### src/rtl/mac_dot_pkg.sv
// Shared definitions for the mac_dot sequencer: FSM state encoding and the product width rule.
// Optional build macro MAC_DOT_SAT_EN (saturating accumulate) is consumed in mac_dot_acc.
package mac_dot_pkg;

    localparam logic [1:0] ST_IDLE = 2'd0;
    localparam logic [1:0] ST_RUN  = 2'd1;
    localparam logic [1:0] ST_DONE = 2'd2;

    // Full-precision product width; the accumulator must be at least this wide.
    function automatic int prod_width(input int data_width);
        return 2 * data_width;
    endfunction

endpackage

### src/rtl/mac_dot_acc.sv
// Unsigned multiply-accumulate datapath with carry-out detection and a sticky overflow flag.
// Define MAC_DOT_SAT_EN to clamp the accumulator at all-ones after a carry instead of wrapping.
module mac_dot_acc
    import mac_dot_pkg::*;
#(
    parameter int DATA_WIDTH = 4,
    parameter int ACC_WIDTH  = 16
) (
    input  logic                  clk,
    input  logic                  reset,
    input  logic                  clr,
    input  logic                  en,
    input  logic [DATA_WIDTH-1:0] a,
    input  logic [DATA_WIDTH-1:0] b,
    output logic [ACC_WIDTH-1:0]  acc,
    output logic                  ovf
);

    localparam int PROD_W = prod_width(DATA_WIDTH);
    localparam int SUM_W  = ACC_WIDTH + 1;

    logic [ACC_WIDTH-1:0] acc_q, acc_d;
    logic                 ovf_q, ovf_d;
    logic [PROD_W-1:0]    prod;
    logic [SUM_W-1:0]     sum;
    logic                 carry;

    always_comb begin
        prod  = PROD_W'(a) * PROD_W'(b);
        sum   = {1'b0, acc_q} + SUM_W'(prod);
        carry = sum[ACC_WIDTH];
        acc_d = acc_q;
        ovf_d = ovf_q;
        if (clr) begin
            acc_d = '0;
            ovf_d = 1'b0;
        end else if (en) begin
            ovf_d = ovf_q | carry;
`ifdef MAC_DOT_SAT_EN
            // Once clamped, the sum stays pinned for the remainder of the job.
            if (carry || ovf_q) begin
                acc_d = '1;
            end else begin
                acc_d = sum[ACC_WIDTH-1:0];
            end
`else
            acc_d = sum[ACC_WIDTH-1:0];
`endif
        end
    end

    always_ff @(posedge clk) begin
        if (reset) begin
            acc_q <= '0;
            ovf_q <= 1'b0;
        end else begin
            acc_q <= acc_d;
            ovf_q <= ovf_d;
        end
    end

    assign acc = acc_q;
    assign ovf = ovf_q;

endmodule

### src/rtl/mac_dot_seq.sv
// Dot-product job sequencer: accepts a job length, streams operand pairs into mac_dot_acc, hands off the sum.
// Build option MAC_DOT_SAT_EN selects a saturating accumulator (see mac_dot_acc).
module mac_dot_seq
    import mac_dot_pkg::*;
#(
    parameter int DATA_WIDTH = 4,
    parameter int ACC_WIDTH  = 16,
    parameter int LEN_WIDTH  = 4
) (
    input  logic                  clk,
    input  logic                  reset,
    input  logic                  start,
    input  logic [LEN_WIDTH-1:0]  len,
    output logic                  busy,
    input  logic                  in_valid,
    output logic                  in_ready,
    input  logic [DATA_WIDTH-1:0] in_a,
    input  logic [DATA_WIDTH-1:0] in_b,
    output logic                  out_valid,
    input  logic                  out_ready,
    output logic [ACC_WIDTH-1:0]  out_data,
    output logic                  overflow
);

    logic [1:0]           state_q, state_d;
    logic [LEN_WIDTH-1:0] len_q, len_d;
    logic [LEN_WIDTH-1:0] count_q, count_d;
    logic                 beat;
    logic                 acc_clr;
    logic [ACC_WIDTH-1:0] acc;
    logic                 acc_ovf;

    assign beat = in_valid && (state_q == ST_RUN);

    always_comb begin
        state_d = state_q;
        len_d   = len_q;
        count_d = count_q;
        acc_clr = 1'b0;
        case (state_q)
            ST_IDLE: begin
                if (start) begin
                    state_d = ST_RUN;
                    len_d   = len;
                    count_d = '0;
                    acc_clr = 1'b1;
                end
            end
            ST_RUN: begin
                if (beat) begin
                    count_d = count_q + 1'b1;
                    if (count_q == len_q) begin
                        state_d = ST_DONE;
                    end
                end
            end
            ST_DONE: begin
                // start is deliberately not looked at here, even when the result leaves this cycle.
                if (out_ready) begin
                    state_d = ST_IDLE;
                end
            end
            default: state_d = ST_IDLE;
        endcase
    end

    always_ff @(posedge clk) begin
        if (reset) begin
            state_q <= ST_IDLE;
            len_q   <= '0;
            count_q <= '0;
        end else begin
            state_q <= state_d;
            len_q   <= len_d;
            count_q <= count_d;
        end
    end

    mac_dot_acc #(
        .DATA_WIDTH(DATA_WIDTH),
        .ACC_WIDTH (ACC_WIDTH)
    ) u_acc (
        .clk  (clk),
        .reset(reset),
        .clr  (acc_clr),
        .en   (beat),
        .a    (in_a),
        .b    (in_b),
        .acc  (acc),
        .ovf  (acc_ovf)
    );

    assign busy      = (state_q == ST_RUN) || (state_q == ST_DONE);
    assign in_ready  = (state_q == ST_RUN);
    assign out_valid = (state_q == ST_DONE);
    assign out_data  = (state_q == ST_DONE) ? acc : '0;
    assign overflow  = acc_ovf;

endmodule
### config.mk
export PLATFORM = sky130hd
export DESIGN_NAME = mac_dot_seq
export DESIGN_NICKNAME = d
export VERILOG_FILES = /design/src/rtl/mac_dot_pkg.sv /design/src/rtl/mac_dot_acc.sv /design/src/rtl/mac_dot_seq.sv
export SDC_FILE = /design/constraint.sdc
export NUM_CORES = 1
export LEC_CHECK = 0
export CORE_UTILIZATION = 40
export CTS_BUF_LIST = sky130_fd_sc_hd__clkbuf_16
export DETAILED_ROUTE_END_ITERATION = 12
export GPL_TIMING_DRIVEN = 0
export PLACE_DENSITY = 0.65
export SYNTH_ARGS = -nofsm -noshare
export SYNTH_HDL_FRONTEND = slang
export SYNTH_SLANG_ARGS = --single-unit
export TNS_END_PERCENT = 5
### constraint.sdc
create_clock -name clk -period 3.75 [get_ports clk]
set_input_delay 0.5625 -clock clk [delete_from_list [all_inputs] [get_ports clk]]
set_output_delay 0.5625 -clock clk [all_outputs]
set_load 0.1 [all_outputs]
==> results.sh <==
export IMPL_gr_usage_all_layers_pct=16.9
export IMPL_final_cells=381
export IMPL_maxCapViolations=0
export IMPL_totalWireLength_um=4700
export IMPL_fin_setup_tns_ps=0
export IMPL_cp_start_kind="input port"
export IMPL_dp_hpwl_um=3690
export IMPL_ir_drop_mv=0.296
export IMPL_powerDensity_nw_per_um2=419
export IMPL_ys_flop_type="dfxtp_1"
export IMPL_pin_count=37
export IMPL_final_setup_viol_count=0
export IMPL_cts_buffers=3
export IMPL_hold_path_cell_count=1
export IMPL_vias=1948
export IMPL_synth_edf_count=0
export IMPL_fillers=520
export IMPL_drc_errors=0
export IMPL_htree_num_levels=1
export IMPL_drtPass1Iterations=4
export IMPL_syn_area_per_cell_um2=8.28
export IMPL_final_seq_area_um2=541
export IMPL_drive_above_1_share_pct=6.43
export IMPL_min_path_type="reg2reg"
export IMPL_met2_length_um=2150
export IMPL_seq_power_share_pct=27.9
export IMPL_async_reset_ff_share_pct=0
export IMPL_synth_area_um2=2240
export IMPL_clkPwrFrac_pct=20.0
export IMPL_timing_critical_path_required_ps=3940
export IMPL_cts_tree="built"
export IMPL_final_area_um2=2840
export IMPL_root_buffer="clkbuf_16"
export IMPL_first_iter_violations=52
export IMPL_rows=26
export IMPL_cp_max_fo=6
export IMPL_fin_ws_ps=153
export IMPL_reg2reg_depth=8
export IMPL_start_util_pct=42.8
export IMPL_finalClockSkew_ps=4.23
export IMPL_insertion_delay_ps=260
export IMPL_top_layer="met4"
export IMPL_layout_min_cycle_time_ps=3600
export IMPL_swShare_pct=44.6
export IMPL_final_period_utilization_pct=95.9
export IMPL_die_h_um=76.9
export IMPL_via_per_inst=5.11
export IMPL_status="finished clean"
export IMPL_clk_pin_slew_ps=60
export IMPL_slew_headroom_pct=35.0
export IMPL_die_w_um=76.9
export IMPL_dp_cells=377
export IMPL_place_ws_ps=-539
export IMPL_end_kind="flip-flop"
export IMPL_dpl_cell_area_um2=2690
export IMPL_synthesis_nets=320
export IMPL_finalMaxSlewViolations=0
export IMPL_power_switching_uw=529
export IMPL_grt_pass1_vias=1824
export IMPL_grt_max_degree=15
export IMPL_intPower_uw=658
export IMPL_clock_sinks=27
export IMPL_grt_pass1_wl_um=8180
export IMPL_p_leak_uw=0.00118
export IMPL_fin_nets=361
export IMPL_ys_seq_area_share_pct=24.1
export IMPL_rsz0062_at_grt="false"
export IMPL_yosysWarnings=0
export IMPL_p_comb_share_pct=52.1
export IMPL_critPathKind="in2reg"
export IMPL_antenna_found_initial=0
export IMPL_die_area_um2=5910
export IMPL_grt_ovfl_total=0
export IMPL_dr_wl_met3_um=158
export IMPL_fmax_mhz=278
export IMPL_core_area_um2=5240
export IMPL_hold_viol=0
export IMPL_tightest_slew_ps=972
export IMPL_ys_ff_latch=27
export IMPL_area_growth_synth_to_final_pct=26.4
export IMPL_num_antenna_cells=0
export IMPL_syn_inst=271
export IMPL_ant_nets=0
export IMPL_numPortBuffers=36
export IMPL_cts_max_path_buffers=2
export IMPL_multi_input_area_um2=1620
export IMPL_wl_per_cell_um=12.3
export IMPL_arrival_ps=3790
export IMPL_gp_congestion=0.799
export IMPL_synth_cell_type_count=43
export IMPL_route_layer_met1_wl_um=2350
power by group through the flow:
stage	clock (uW)	combinational [uW]	sequential [uW]
floorplan	0	461	333
global placement	0	588	337
detailed placement	0	593	338
CTS	246	603	331
global route	259	679	334
finish	238	618	331
worst paths after layout:
check	startpoint	endpoint	slack (ps)
max	in_a[0]	u_acc.acc[14]	150
max reg2reg	u_acc.acc[2]	u_acc.acc[11]	1130
min	u_acc.ovf	u_acc.ovf	450
min reg2reg	u_acc.ovf	u_acc.ovf	450
layout make-up:
class                           count  area share, %
Multi-Input combinational cell    205           57.1
Sequential cell                    27           19.1
Timing Repair Buffer               36           12.5
Inverter                           30           3.97
Tap cell                           70           3.09
Clock buffer                        3           2.65
Buffer                              9           1.46
Clock inverter                      1          0.132
worst max-delay path, cell delays in order:
cell and delay [ps]:
dlygate4sd2_1 250, nand2_1 90, fa_1 550, fa_1 430
fa_1 510, inv_1 60, ha_4 290, o21ai_2 60
or3_1 340, buf_4 170, a211oi_2 250, mux2i_1 210
metal layers:
| layer | vias to the layer above | global-route usage [%] |
|---|---|---|
| met2 | 27 | 27.9 |
| met4 | 0 | 3.46 |
| met5 | - | 0 |
| met1 | 899 | 22.4 |
| li1 | 1018 | - |
| met3 | 4 | 3.69 |
sequential cells by signal, summed over array words and instances (netlist names):
signal / flops
state_q: 2
len_q: 4
u_acc.ovf: 1
count_q: 4
u_acc.acc: 16
through the flow:
| stage | utilization (%) | hold slack, ps | total power, uW |
|---|---|---|---|
| 2_1_floorplan | - | 445 | 794 |
| 3_3_place_gp | 51.4 | 452 | 925 |
| 3_5_place_dp | 51.4 | 457 | 931 |
| 4_1_cts | 53.4 | 471 | 1180 |
| 5_1_grt | 54.2 | 491 | 1270 |
| 6_report | 54.2 | 455 | 1190 |
repair_timing:
| action | CTS | global route |
|---|---|---|
| endpoints found under the setup margin | 9 | 9 |
| hold buffers | 0 | 0 |
| pin swaps | 2 | 1 |
| resized for setup | 11 | 5 |
| buffers inserted | 0 | 0 |
| hold endpoints to repair | 0 | 0 |
logic make-up after synthesis:
logic type	Yosys count	share of synthesized area, %
DFF	27	24.1
buffers and inverters	39	6.75
adders and majority gates	32	20.9
xor gates and xnor gates	7	2.73
AOI/OAI and AO/OA	59	18.8
and+or+nand+nor	102	24.5
muxes	5	2.23
Yosys cell counts (5+ instances only):
library cell / number / area share [%]
nand2b_1: 12 / 3.3
inv_1: 30 / 5.0
and2_1: 31 / 8.6
fa_1: 9 / 8.0
nand3_1: 13 / 2.9
ha_1: 23 / 13
dfxtp_1: 27 / 24
o21ai_0: 5 / 1.1
nor2_1: 7 / 1.2
nand2_1: 24 / 4.0
a21oi_1: 18 / 4.0
mux2i_1: 5 / 2.2
a211oi_1: 5 / 1.7
o31ai_1: 6 / 2.0
clkbuf_1: 5 / 0.84
placed cells by master, fill, tap and decap left out, drive strengths merged, types with 6 or more instances in the layout:
cell           netlist  layout
inv                 30      31
and2                31      31
clkdlybuf4s50        0      29
dfxtp               27      27
nand2               24      24
ha                  23      23
a21oi               18      18
nand3               13      13
nand2b              12      12
fa                   9       9
clkbuf               5       8
nor2                 7       7
o21ai                7       7
a211oi               7       7
o31ai                6       6
dlygate4sd2          0       6
(Power assumes the default switching activity.)
